File: src/rtl/parity_frame_codec_if.sv
// ---------------------------------------------------------------------------
// parity_frame_codec_if
// Bundles the parallel-side handshake and the serial-side bit streams of
// parity_frame_codec.
//   odd          : parity mode, 0 = even, 1 = odd
//   tx_data      : word offered for transmission
//   tx_valid     : tx_data is valid
//   tx_ready     : codec can accept a word this cycle
//   tx_bit       : serial output bit
//   tx_bit_valid : tx_bit carries a frame bit
//   tx_last      : tx_bit is the parity bit
//   rx_bit       : serial input bit
//   rx_bit_valid : rx_bit is sampled this cycle
//   rx_data      : last received word
//   rx_done      : one-cycle pulse when a frame completes
//   rx_err       : parity mismatch on the completed frame (only with rx_done)
// The master modport is the data source / link side, the slave modport is
// the codec itself.
// ---------------------------------------------------------------------------
interface parity_frame_codec_if #(
  parameter int WIDTH = 8
) ();

  logic             odd;
  logic [WIDTH-1:0] tx_data;
  logic             tx_valid;
  logic             tx_ready;
  logic             tx_bit;
  logic             tx_bit_valid;
  logic             tx_last;
  logic             rx_bit;
  logic             rx_bit_valid;
  logic [WIDTH-1:0] rx_data;
  logic             rx_done;
  logic             rx_err;

  modport master (
    output odd, tx_data, tx_valid, rx_bit, rx_bit_valid,
    input  tx_ready, tx_bit, tx_bit_valid, tx_last, rx_data, rx_done, rx_err
  );

  modport slave (
    input  odd, tx_data, tx_valid, rx_bit, rx_bit_valid,
    output tx_ready, tx_bit, tx_bit_valid, tx_last, rx_data, rx_done, rx_err
  );

endinterface

File: src/rtl/parity_frame_codec.sv
// ---------------------------------------------------------------------------
// parity_frame_codec
// Serial parity encoder/checker for WIDTH-bit words.
// TX: accepts a word on a valid/ready handshake and shifts out WIDTH data
//     bits followed by one parity bit, gap-free when words are back to back.
// RX: reassembles a frame from a (possibly stalled) serial stream,
//     recomputes parity and flags a mismatch with the completion pulse.
// Ports:
//   clk : rising-edge clock
//   rst : asynchronous active-high reset
//   bus : parity_frame_codec_if.slave (handshake, serial and mode signals)
// Parameters:
//   WIDTH     : data bits per frame (2..32)
//   MSB_FIRST : 0 = bit 0 first on the wire, 1 = bit WIDTH-1 first
// ---------------------------------------------------------------------------
module parity_frame_codec #(
  parameter int WIDTH     = 8,
  parameter bit MSB_FIRST = 1'b0
) (
  input  logic                clk,
  input  logic                rst,
  parity_frame_codec_if.slave bus
);

  localparam int             CW          = $clog2(WIDTH + 1);
  localparam logic [CW-1:0]  TX_LAST_CNT = CW'(WIDTH - 1);
  localparam logic [CW-1:0]  RX_PAR_CNT  = CW'(WIDTH);
  localparam logic [CW-1:0]  CNT_ZERO    = {CW{1'b0}};
  localparam logic [CW-1:0]  CNT_ONE     = CW'(1);

  typedef enum logic [1:0] {
    TX_IDLE   = 2'd0,
    TX_DATA   = 2'd1,
    TX_PARITY = 2'd2
  } tx_state_t;

  // Parity bit that makes the data+parity ones count match the mode.
  function automatic logic f_parity(input logic [WIDTH-1:0] i_word,
                                    input logic             i_odd);
    return (^i_word) ^ i_odd;
  endfunction

  // Bit that goes on the wire next from a word in transmit order.
  function automatic logic f_head(input logic [WIDTH-1:0] i_word);
    if (MSB_FIRST) begin
      return i_word[WIDTH-1];
    end else begin
      return i_word[0];
    end
  endfunction

  // Drop the bit just sent so the following bit becomes the head.
  function automatic logic [WIDTH-1:0] f_advance(input logic [WIDTH-1:0] i_word);
    if (MSB_FIRST) begin
      return {i_word[WIDTH-2:0], 1'b0};
    end else begin
      return {1'b0, i_word[WIDTH-1:1]};
    end
  endfunction

  // Insert a received bit so that after WIDTH bits the word is in place.
  function automatic logic [WIDTH-1:0] f_insert(input logic [WIDTH-1:0] i_word,
                                                input logic             i_bit);
    if (MSB_FIRST) begin
      return {i_word[WIDTH-2:0], i_bit};
    end else begin
      return {i_bit, i_word[WIDTH-1:1]};
    end
  endfunction

  // ---------------------------------------------------------------- TX ----
  tx_state_t        r_tx_state;
  tx_state_t        w_tx_next;
  logic [WIDTH-1:0] r_tx_shift;
  logic [WIDTH-1:0] w_tx_shift_next;
  logic [CW-1:0]    r_tx_cnt;
  logic             r_tx_par;
  logic             r_tx_ready;
  logic             r_tx_bit;
  logic             r_tx_bit_valid;
  logic             r_tx_last;
  logic             w_tx_load;
  logic             w_tx_ready_next;
  logic             w_tx_bit_next;
  logic             w_tx_bit_valid_next;
  logic             w_tx_last_next;

  // Next-state logic; a word is taken whenever the registered ready is high.
  always_comb begin
    w_tx_next       = r_tx_state;
    w_tx_load       = 1'b0;
    w_tx_shift_next = f_advance(r_tx_shift);
    case (r_tx_state)
      TX_IDLE: begin
        if (bus.tx_valid && r_tx_ready) begin
          w_tx_load = 1'b1;
          w_tx_next = TX_DATA;
        end else begin
          w_tx_next = TX_IDLE;
        end
      end
      TX_DATA: begin
        if (r_tx_cnt == TX_LAST_CNT) begin
          w_tx_next = TX_PARITY;
        end else begin
          w_tx_next = TX_DATA;
        end
      end
      TX_PARITY: begin
        // Loading here keeps back-to-back frames free of idle cycles.
        if (bus.tx_valid && r_tx_ready) begin
          w_tx_load = 1'b1;
          w_tx_next = TX_DATA;
        end else begin
          w_tx_next = TX_IDLE;
        end
      end
      default: begin
        w_tx_next = TX_IDLE;
      end
    endcase
  end

  // Output values for the coming cycle, decoded from the next state so that
  // all TX outputs leave the block straight from flops.
  always_comb begin
    w_tx_ready_next     = 1'b1;
    w_tx_bit_valid_next = 1'b0;
    w_tx_last_next      = 1'b0;
    w_tx_bit_next       = 1'b0;
    case (w_tx_next)
      TX_IDLE: begin
        w_tx_ready_next     = 1'b1;
        w_tx_bit_valid_next = 1'b0;
        w_tx_last_next      = 1'b0;
        w_tx_bit_next       = 1'b0;
      end
      TX_DATA: begin
        w_tx_ready_next     = 1'b0;
        w_tx_bit_valid_next = 1'b1;
        w_tx_last_next      = 1'b0;
        if (w_tx_load) begin
          w_tx_bit_next = f_head(bus.tx_data);
        end else begin
          w_tx_bit_next = f_head(w_tx_shift_next);
        end
      end
      TX_PARITY: begin
        w_tx_ready_next     = 1'b1;
        w_tx_bit_valid_next = 1'b1;
        w_tx_last_next      = 1'b1;
        w_tx_bit_next       = r_tx_par;
      end
      default: begin
        w_tx_ready_next     = 1'b1;
        w_tx_bit_valid_next = 1'b0;
        w_tx_last_next      = 1'b0;
        w_tx_bit_next       = 1'b0;
      end
    endcase
  end

  // TX state, datapath and registered outputs.
  always_ff @(posedge clk or posedge rst) begin
    if (rst) begin
      r_tx_state     <= TX_IDLE;
      r_tx_shift     <= {WIDTH{1'b0}};
      r_tx_cnt       <= CNT_ZERO;
      r_tx_par       <= 1'b0;
      r_tx_ready     <= 1'b1;
      r_tx_bit       <= 1'b0;
      r_tx_bit_valid <= 1'b0;
      r_tx_last      <= 1'b0;
    end else begin
      r_tx_state     <= w_tx_next;
      r_tx_ready     <= w_tx_ready_next;
      r_tx_bit       <= w_tx_bit_next;
      r_tx_bit_valid <= w_tx_bit_valid_next;
      r_tx_last      <= w_tx_last_next;
      if (w_tx_load) begin
        // Mode is captured with the word so later odd changes cannot leak in.
        r_tx_shift <= bus.tx_data;
        r_tx_par   <= f_parity(bus.tx_data, bus.odd);
        r_tx_cnt   <= CNT_ZERO;
      end else if (r_tx_state == TX_DATA) begin
        r_tx_shift <= w_tx_shift_next;
        r_tx_cnt   <= r_tx_cnt + CNT_ONE;
      end else begin
        r_tx_shift <= r_tx_shift;
        r_tx_cnt   <= r_tx_cnt;
      end
    end
  end

  assign bus.tx_ready     = r_tx_ready;
  assign bus.tx_bit       = r_tx_bit;
  assign bus.tx_bit_valid = r_tx_bit_valid;
  assign bus.tx_last      = r_tx_last;

  // ---------------------------------------------------------------- RX ----
  logic [CW-1:0]    r_rx_cnt;
  logic [WIDTH-1:0] r_rx_asm;
  logic             r_rx_par;
  logic             r_rx_mode;
  logic [WIDTH-1:0] r_rx_data;
  logic             r_rx_done;
  logic             r_rx_err;
  logic             w_rx_first;
  logic             w_rx_par_slot;
  logic             w_rx_par_next;

  // Frame position decode and running parity of the data bits seen so far.
  always_comb begin
    w_rx_first    = (r_rx_cnt == CNT_ZERO);
    w_rx_par_slot = (r_rx_cnt == RX_PAR_CNT);
    if (w_rx_first) begin
      w_rx_par_next = bus.rx_bit;
    end else begin
      w_rx_par_next = r_rx_par ^ bus.rx_bit;
    end
  end

  // RX frame assembly; cycles without rx_bit_valid leave the frame untouched.
  always_ff @(posedge clk or posedge rst) begin
    if (rst) begin
      r_rx_cnt  <= CNT_ZERO;
      r_rx_asm  <= {WIDTH{1'b0}};
      r_rx_par  <= 1'b0;
      r_rx_mode <= 1'b0;
      r_rx_data <= {WIDTH{1'b0}};
      r_rx_done <= 1'b0;
      r_rx_err  <= 1'b0;
    end else if (bus.rx_bit_valid) begin
      if (w_rx_par_slot) begin
        r_rx_data <= r_rx_asm;
        r_rx_done <= 1'b1;
        r_rx_err  <= (bus.rx_bit != (r_rx_par ^ r_rx_mode));
        r_rx_cnt  <= CNT_ZERO;
      end else begin
        r_rx_asm  <= f_insert(r_rx_asm, bus.rx_bit);
        r_rx_par  <= w_rx_par_next;
        r_rx_cnt  <= r_rx_cnt + CNT_ONE;
        r_rx_done <= 1'b0;
        r_rx_err  <= 1'b0;
        if (w_rx_first) begin
          r_rx_mode <= bus.odd;
        end else begin
          r_rx_mode <= r_rx_mode;
        end
      end
    end else begin
      r_rx_done <= 1'b0;
      r_rx_err  <= 1'b0;
    end
  end

  assign bus.rx_data = r_rx_data;
  assign bus.rx_done = r_rx_done;
  assign bus.rx_err  = r_rx_err;

endmodule

File: src/flat_wrapper.sv
// flat-port wrapper written by rule: the top's interface ports become plain ports
module parity_frame_codec_flat 
#(
  parameter int WIDTH     = 8,
  parameter bit MSB_FIRST = 1'b0
)
  (clk, rst, bus_odd, bus_tx_data, bus_tx_valid, bus_rx_bit, bus_rx_bit_valid, bus_tx_ready, bus_tx_bit, bus_tx_bit_valid, bus_tx_last, bus_rx_data, bus_rx_done, bus_rx_err);
  parity_frame_codec_if #(.WIDTH(WIDTH)) bus_i ();
  input  logic clk;
  input  logic rst;
  input wire logic [$bits(bus_i.odd)-1:0] bus_odd;
  input wire logic [$bits(bus_i.tx_data)-1:0] bus_tx_data;
  input wire logic [$bits(bus_i.tx_valid)-1:0] bus_tx_valid;
  input wire logic [$bits(bus_i.rx_bit)-1:0] bus_rx_bit;
  input wire logic [$bits(bus_i.rx_bit_valid)-1:0] bus_rx_bit_valid;
  output wire logic [$bits(bus_i.tx_ready)-1:0] bus_tx_ready;
  output wire logic [$bits(bus_i.tx_bit)-1:0] bus_tx_bit;
  output wire logic [$bits(bus_i.tx_bit_valid)-1:0] bus_tx_bit_valid;
  output wire logic [$bits(bus_i.tx_last)-1:0] bus_tx_last;
  output wire logic [$bits(bus_i.rx_data)-1:0] bus_rx_data;
  output wire logic [$bits(bus_i.rx_done)-1:0] bus_rx_done;
  output wire logic [$bits(bus_i.rx_err)-1:0] bus_rx_err;
  assign bus_i.odd = bus_odd;
  assign bus_i.tx_data = bus_tx_data;
  assign bus_i.tx_valid = bus_tx_valid;
  assign bus_i.rx_bit = bus_rx_bit;
  assign bus_i.rx_bit_valid = bus_rx_bit_valid;
  assign bus_tx_ready = bus_i.tx_ready;
  assign bus_tx_bit = bus_i.tx_bit;
  assign bus_tx_bit_valid = bus_i.tx_bit_valid;
  assign bus_tx_last = bus_i.tx_last;
  assign bus_rx_data = bus_i.rx_data;
  assign bus_rx_done = bus_i.rx_done;
  assign bus_rx_err = bus_i.rx_err;
  parity_frame_codec #(.WIDTH(WIDTH), .MSB_FIRST(MSB_FIRST)) u_core (.clk(clk), .rst(rst), .bus(bus_i));
endmodule
File: config.mk
export PLATFORM = sky130hd
export DESIGN_NAME = parity_frame_codec_flat
export DESIGN_NICKNAME = d
export VERILOG_FILES = /design/src/rtl/parity_frame_codec_if.sv /design/src/rtl/parity_frame_codec.sv /design/src/flat_wrapper.sv
export SDC_FILE = /design/constraint.sdc
export NUM_CORES = 1
export LEC_CHECK = 0
export BUFFER_PORTS_ARGS = -buffer_cell sky130_fd_sc_hd__buf_2
export CORE_ASPECT_RATIO = 0.6
export CORE_MARGIN = 1
export CORE_UTILIZATION = 40
export CTS_BUF_LIST = sky130_fd_sc_hd__clkbuf_2 sky130_fd_sc_hd__clkbuf_4 sky130_fd_sc_hd__clkbuf_8
export DETAILED_ROUTE_END_ITERATION = 10
export SLEW_MARGIN = 10
export SYNTH_ARGS = -nofsm -noshare
export SYNTH_HDL_FRONTEND = slang
export SYNTH_SLANG_ARGS = --single-unit
File: constraint.sdc
create_clock -name clk -period 3.5 [get_ports clk]
set_clock_uncertainty 0.15 [all_clocks]
set_input_delay 0.35 -clock clk [delete_from_list [all_inputs] [get_ports clk]]
set_output_delay 0.35 -clock clk [all_outputs]
set_load 0.02 [all_outputs]
# [Word-level counts from Yosys, hierarchy flattened]
# Cells that the tools add are included.
[word_totals] reg_bits=43 input_bits=14 word_cells=58
[classes] n_addsub=2 eq_ne=7 muxes=20 bitwise_logic=4 n_reduce_logical=10
[ops] op="8-bit two-way mux" n=2
[ops] op="1-bit two-way mux" n=12
[ops] op="4-bit two-way mux" n=3
[ops] op="4-bit by 1-bit adder with 4-bit output (second input constant)" n=2
[ops] op="8-bit XOR reduction" n=1
[ops] op="2-bit by 1-bit equality test with 1-bit output (second input constant)" n=2
[ops] op="2-bit equality test (second input constant)" n=2
[ops] op="4-bit by 3-bit equality test with 1-bit output (second input constant)" n=1
[ops] op="4-bit equality test (second input constant)" n=1
[ops] op="4-bit logical NOT" n=1
[ops] op="2-bit one-hot mux with 2 select lines" n=1
[ops] op="2-bit AND reduction" n=2
[ops] op="2-bit OR reduction" n=2
[ops] op="3-bit AND reduction" n=1
[ops] op="1-bit bitwise XOR" n=3
[ops] op="2-bit logical NOT" n=1
[ops] op="2-bit two-way mux" n=1
[ops] op="1-bit one-hot mux with 2 select lines" n=1
[ops] op="2-bit nonzero test" n=1
[ops] op="1-bit logical AND" n=1
[ops] op="1-bit inequality test" n=1
[ops] op="1-bit NOT" n=1

# [Longest topological paths before layout]
[depth] word_depth=6 mapped_depth=8 mapped_depth_nobuf=8

# [Least setup slack after synthesis]
# Ideal clock, no wire load.
[synth_path] path_kind="register to register" startpoint="reg u_core.r_tx_ready (netlist: u_core.bus.tx_ready)" endpoint="reg u_core.r_tx_bit (netlist: u_core.bus.tx_bit)" setup_time_ps=121 t_arrival_ps=1530 required_time_ps=3229 setup_slack_ps=1700 path_stages_with_launch=7 synth_period_minus_slack_ps=1800 path_cell_list="dfstp_2 and3b_1 clkbuf_1 a21oi_1 ha_1 a22oi_1 nor2_1"
[synth_via] elab_chain_len=5 elab_cells_between_ends=9
[synth_rtl] item="start: declaration" line="parity_frame_codec.sv:78" text="logic r_tx_ready;"
[synth_rtl] item="start signal: assignment" line="parity_frame_codec.sv:176" text="r_tx_ready <= w_tx_ready_next;"
[synth_rtl] item="1-bit logical AND *" line="parity_frame_codec.sv:95, parity_frame_codec.sv:111"
[synth_rtl] item="1-bit two-way mux" line="parity_frame_codec.sv:95, parity_frame_codec.sv:111"
[synth_rtl] item="2-bit one-hot mux with 2 select lines or 1-bit two-way mux (tied branches)"
[synth_rtl] item="2-bit equality test, or another cell as far along" line="parity_frame_codec.sv:131" text="case (w_tx_next)"
[synth_rtl] item="1-bit one-hot mux with 2 select lines *" line="parity_frame_codec.sv:131"
[synth_rtl] item="via u_core.w_tx_bit_next" line="parity_frame_codec.sv:84" text="logic w_tx_bit_next;"
[synth_rtl] item="end signal: assignment" line="parity_frame_codec.sv:177" text="r_tx_bit <= w_tx_bit_next;"
[synth_rtl] item="end: declaration" line="parity_frame_codec.sv:79" text="logic r_tx_bit;"
# The timed path passes the listed nets; every way through them passes the cells marked *.
# A chain may end at the register's enable or synchronous reset.

# [Worst setup path after layout]
[layout_path] startpoint="reg u_core.r_tx_state[0]" endpoint="reg u_core.r_tx_bit (netlist: u_core.bus.tx_bit)"
[layout_via] elab_chain_len=5 elab_cells_between_ends=10
[layout_rtl] item="start: declaration" line="parity_frame_codec.sv:72" text="tx_state_t r_tx_state;"
[layout_rtl] item="start signal: assignment" line="parity_frame_codec.sv:175" text="r_tx_state <= w_tx_next;"
[layout_rtl] item="2-bit equality test or 2-bit logical NOT (tied branches)" line="parity_frame_codec.sv:93" text="case (r_tx_state)"
[layout_rtl] item="2-bit OR reduction (no line)"
[layout_rtl] item="2-bit one-hot mux with 2 select lines or 1-bit two-way mux (tied branches)"
[layout_rtl] item="2-bit equality test, or another cell as far along" line="parity_frame_codec.sv:131"
[layout_rtl] item="1-bit one-hot mux with 2 select lines *" line="parity_frame_codec.sv:131"
[layout_rtl] item="via u_core.w_tx_bit_next" line="parity_frame_codec.sv:84"
# Marked as above.

==> metrics.txt <==
Setup Fix Bufs, Post-CTS=0; hpwl dp=roughly 2.4 mm; Die Ht=about 54 um; global-route wire length before repair=~5.5 mm; area of the core=4230 um2; Crit Path Class=register to register; Hold Vio Cnt, Final=0; Mean Syn Cell Area=~11 um2; initial antenna violation count=0; Worst-Skew Late Latency=290 ps; DRT Pass-1 Iters=4; WHS=about 130 ps; post-CTS sizing=0; most common cell in the netlist=nand2_1; synth top area cells=dfrtp_1, nand2_1, mux2_2, ha_1, a22oi_1; num ports=28; CTS Hold Bufs=0; worst-path fanout max=12; WP data required=~3500 ps; CTS buffer count=5; leak pwr=between 0.001 and 0.0015 uW; Final period util=58.3%; grt ovf=0; fillers=approximately 430; sequential fraction of the synthesis area=around 58%; Power Dens Cells=~850 nW/um2; outcome=finished clean; Starting DRT DRC Count=50; vias per cell=between 4 and 5; H-tree depth=2; hold crit path type=primary input to asynchronous set/reset pin; Async SR Flop Fraction=100%; # diodes=0; Slew Limit Fails=0; Final Cell Area=around 2100 um2; Final ANT Viol Nets=0; number of synthesized flops with an enable pin=0; Yosys warning total=0; final net count=around 220; setup TNS=0 ps; number of global-route vias before repair=~1100; maximum vdd drop=0.336 mV; placed standard-cell area=2030 um2; slew margin rel.=about 34%; # DRC=0; layout cell share with drive strength beyond 1=about a quarter; Std-Cell Rows=18; width of the die=89.2 um; gr usage total=between 15 and 20%; met3 global-route usage=around 4.7%; CTS root buf=clkbuf_8; met1 Track Usage GR=around a quarter; met2 usage=between 20 and 25%; # setup viols final=0; Post-synth top cells=nand2_1, dfrtp_1, mux2_2, nor2_1; post-synth top area cell=dfrtp_1; gr busiest metal=met1; vias=1241; startpoint types=register; syn_nets=between 150 and 200; min Tclk post-route=between 2000 and 2500 ps; clock sink count=42; Post-synth top flop=dfrtp_1; highest clock rate=490 MHz; Synth-to-Final Area Change=17.4%; Post-Syn Instances=roughly 170; Setup crit end kind=register; Worst-path clk slew=80 ps; #FFs+latches synth=42; pin count of the biggest net entering global routing=27; CTS tree=done; Max Cap Viol=0; post-synthesis cell type count=30; total wire length=around 3.4 mm; RSZ-0062 raised after global routing=false; initial core utilization=between 40% and 50%; die area=4840 um2; Netlist Area Pre-Place=1820 um2; top cell type's share of synthesized area=between 50% and 60%; R2R Setup Slk=1460 ps; Buffers on Ports=27; WP data arrival=2070 ps; Routability Congestion=about 0.73; WL/cell=between 10 and 15 um; Slew @ Worst Pin=around 980 ps; worst-case clock buffer depth=2
==> cells in the final DEF (no fill, tap or decap), drive strengths merged, types with 6 or more instances in the layout <==
cell type / instances
mux2: 10
clkbuf: 7
inv: 7
dfrtp: 41
o21ai: 6
nor2: 8
buf: 28
a22oi: 7
xor2: 6
nand2: 53
==> final timing paths <==
path	start	end	depth (start not counted)
setup / recovery	u_core.r_tx_state[0]	u_core.bus.tx_bit	5
setup reg to reg	u_core.r_tx_state[0]	u_core.bus.tx_bit	5
max in group asynchronous	rst	u_core.r_rx_asm[7]	3
min in group clk	bus_tx_data[7]	u_core.r_tx_shift[7]	3
hold reg to reg	u_core.bus.rx_data[5]	u_core.bus.rx_data[5]	2
hold / removal	rst	u_core.bus.tx_bit	2
==> critical path, stage by stage (launching register included) <==
cell     delay (ps)
dfrtp_1         370
nor2b_1         690
a21oi_1         210
ha_1            280
a22oi_1         170
nor2_1           60
==> kinds of logic (layout without fill, tap and decap cells) <==
kind of cell / Yosys count / after routing / synth area share (%)
simple gates: 73 / 73 / 17.3
flops: 42 / 42 / 57.7
compound gates: 17 / 17 / 5.90
xor+xnor: 12 / 12 / 6.52
mux: 11 / 11 / 6.73
buf+inv: 11 / 44 / 2.40
fa+ha+maj: 5 / 5 / 3.43
==> final cells by class <==
type	instances	area [um2]	share of cell area, %
flip-flops and latches	42	1050	49.2
multi-input cells	118	727	34.0
repair buffers	28	143	6.66
clock buffers	7	83.8	3.92
well taps	60	75.1	3.51
clock inverters	1	30.0	1.40
inverters	8	30.0	1.40
==> report_power, final <==
group          internal (uW)  total (uW)  switching (uW)
sequential               692         829             137
clock                    229         387             158
combinational            253         604             351
==> registers in the layout, summed over array words and instances, names as in the netlist <==
signal	flops
u_core.bus.rx_data	8
u_core.bus.tx_ready	1
u_core.bus.rx_err	1
u_core.bus.rx_done	1
u_core.r_tx_shift	7
u_core.r_tx_cnt	4
u_core.bus.tx_last	1
u_core.r_rx_cnt	4
u_core.bus.tx_bit	1
u_core.bus.tx_bit_valid	1
u_core.r_tx_par	1
u_core.r_rx_mode	1
u_core.r_rx_par	1
u_core.r_rx_asm	8
u_core.r_tx_state	2
==> per-stage QoR <==
| stage | utilization [%] | total power (uW) | std cells | setup slack [ps] |
|---|---|---|---|---|
| final | 50.6 | 1820 | 264 | 1460 |
| after detailed placement | 47.9 | 1440 | 256 | 1520 |
| after global placement | 47.9 | 1420 | 256 | 1600 |
| after global routing | 50.6 | 1960 | 264 | 1290 |
| after floorplan | - | 1260 | 171 | 1700 |
| after CTS | 50.6 | 1840 | 264 | 1480 |
==> layer usage <==
| metal | wire length (um) | vias to the layer above |
|---|---|---|
| met5 | 0 | - |
| met4 | 60 | 0 |
| met3 | 193 | 8 |
| met2 | 1350 | 25 |
| met1 | 1770 | 588 |
| li1 | - | 620 |
Power figures use the tool's default switching activity.
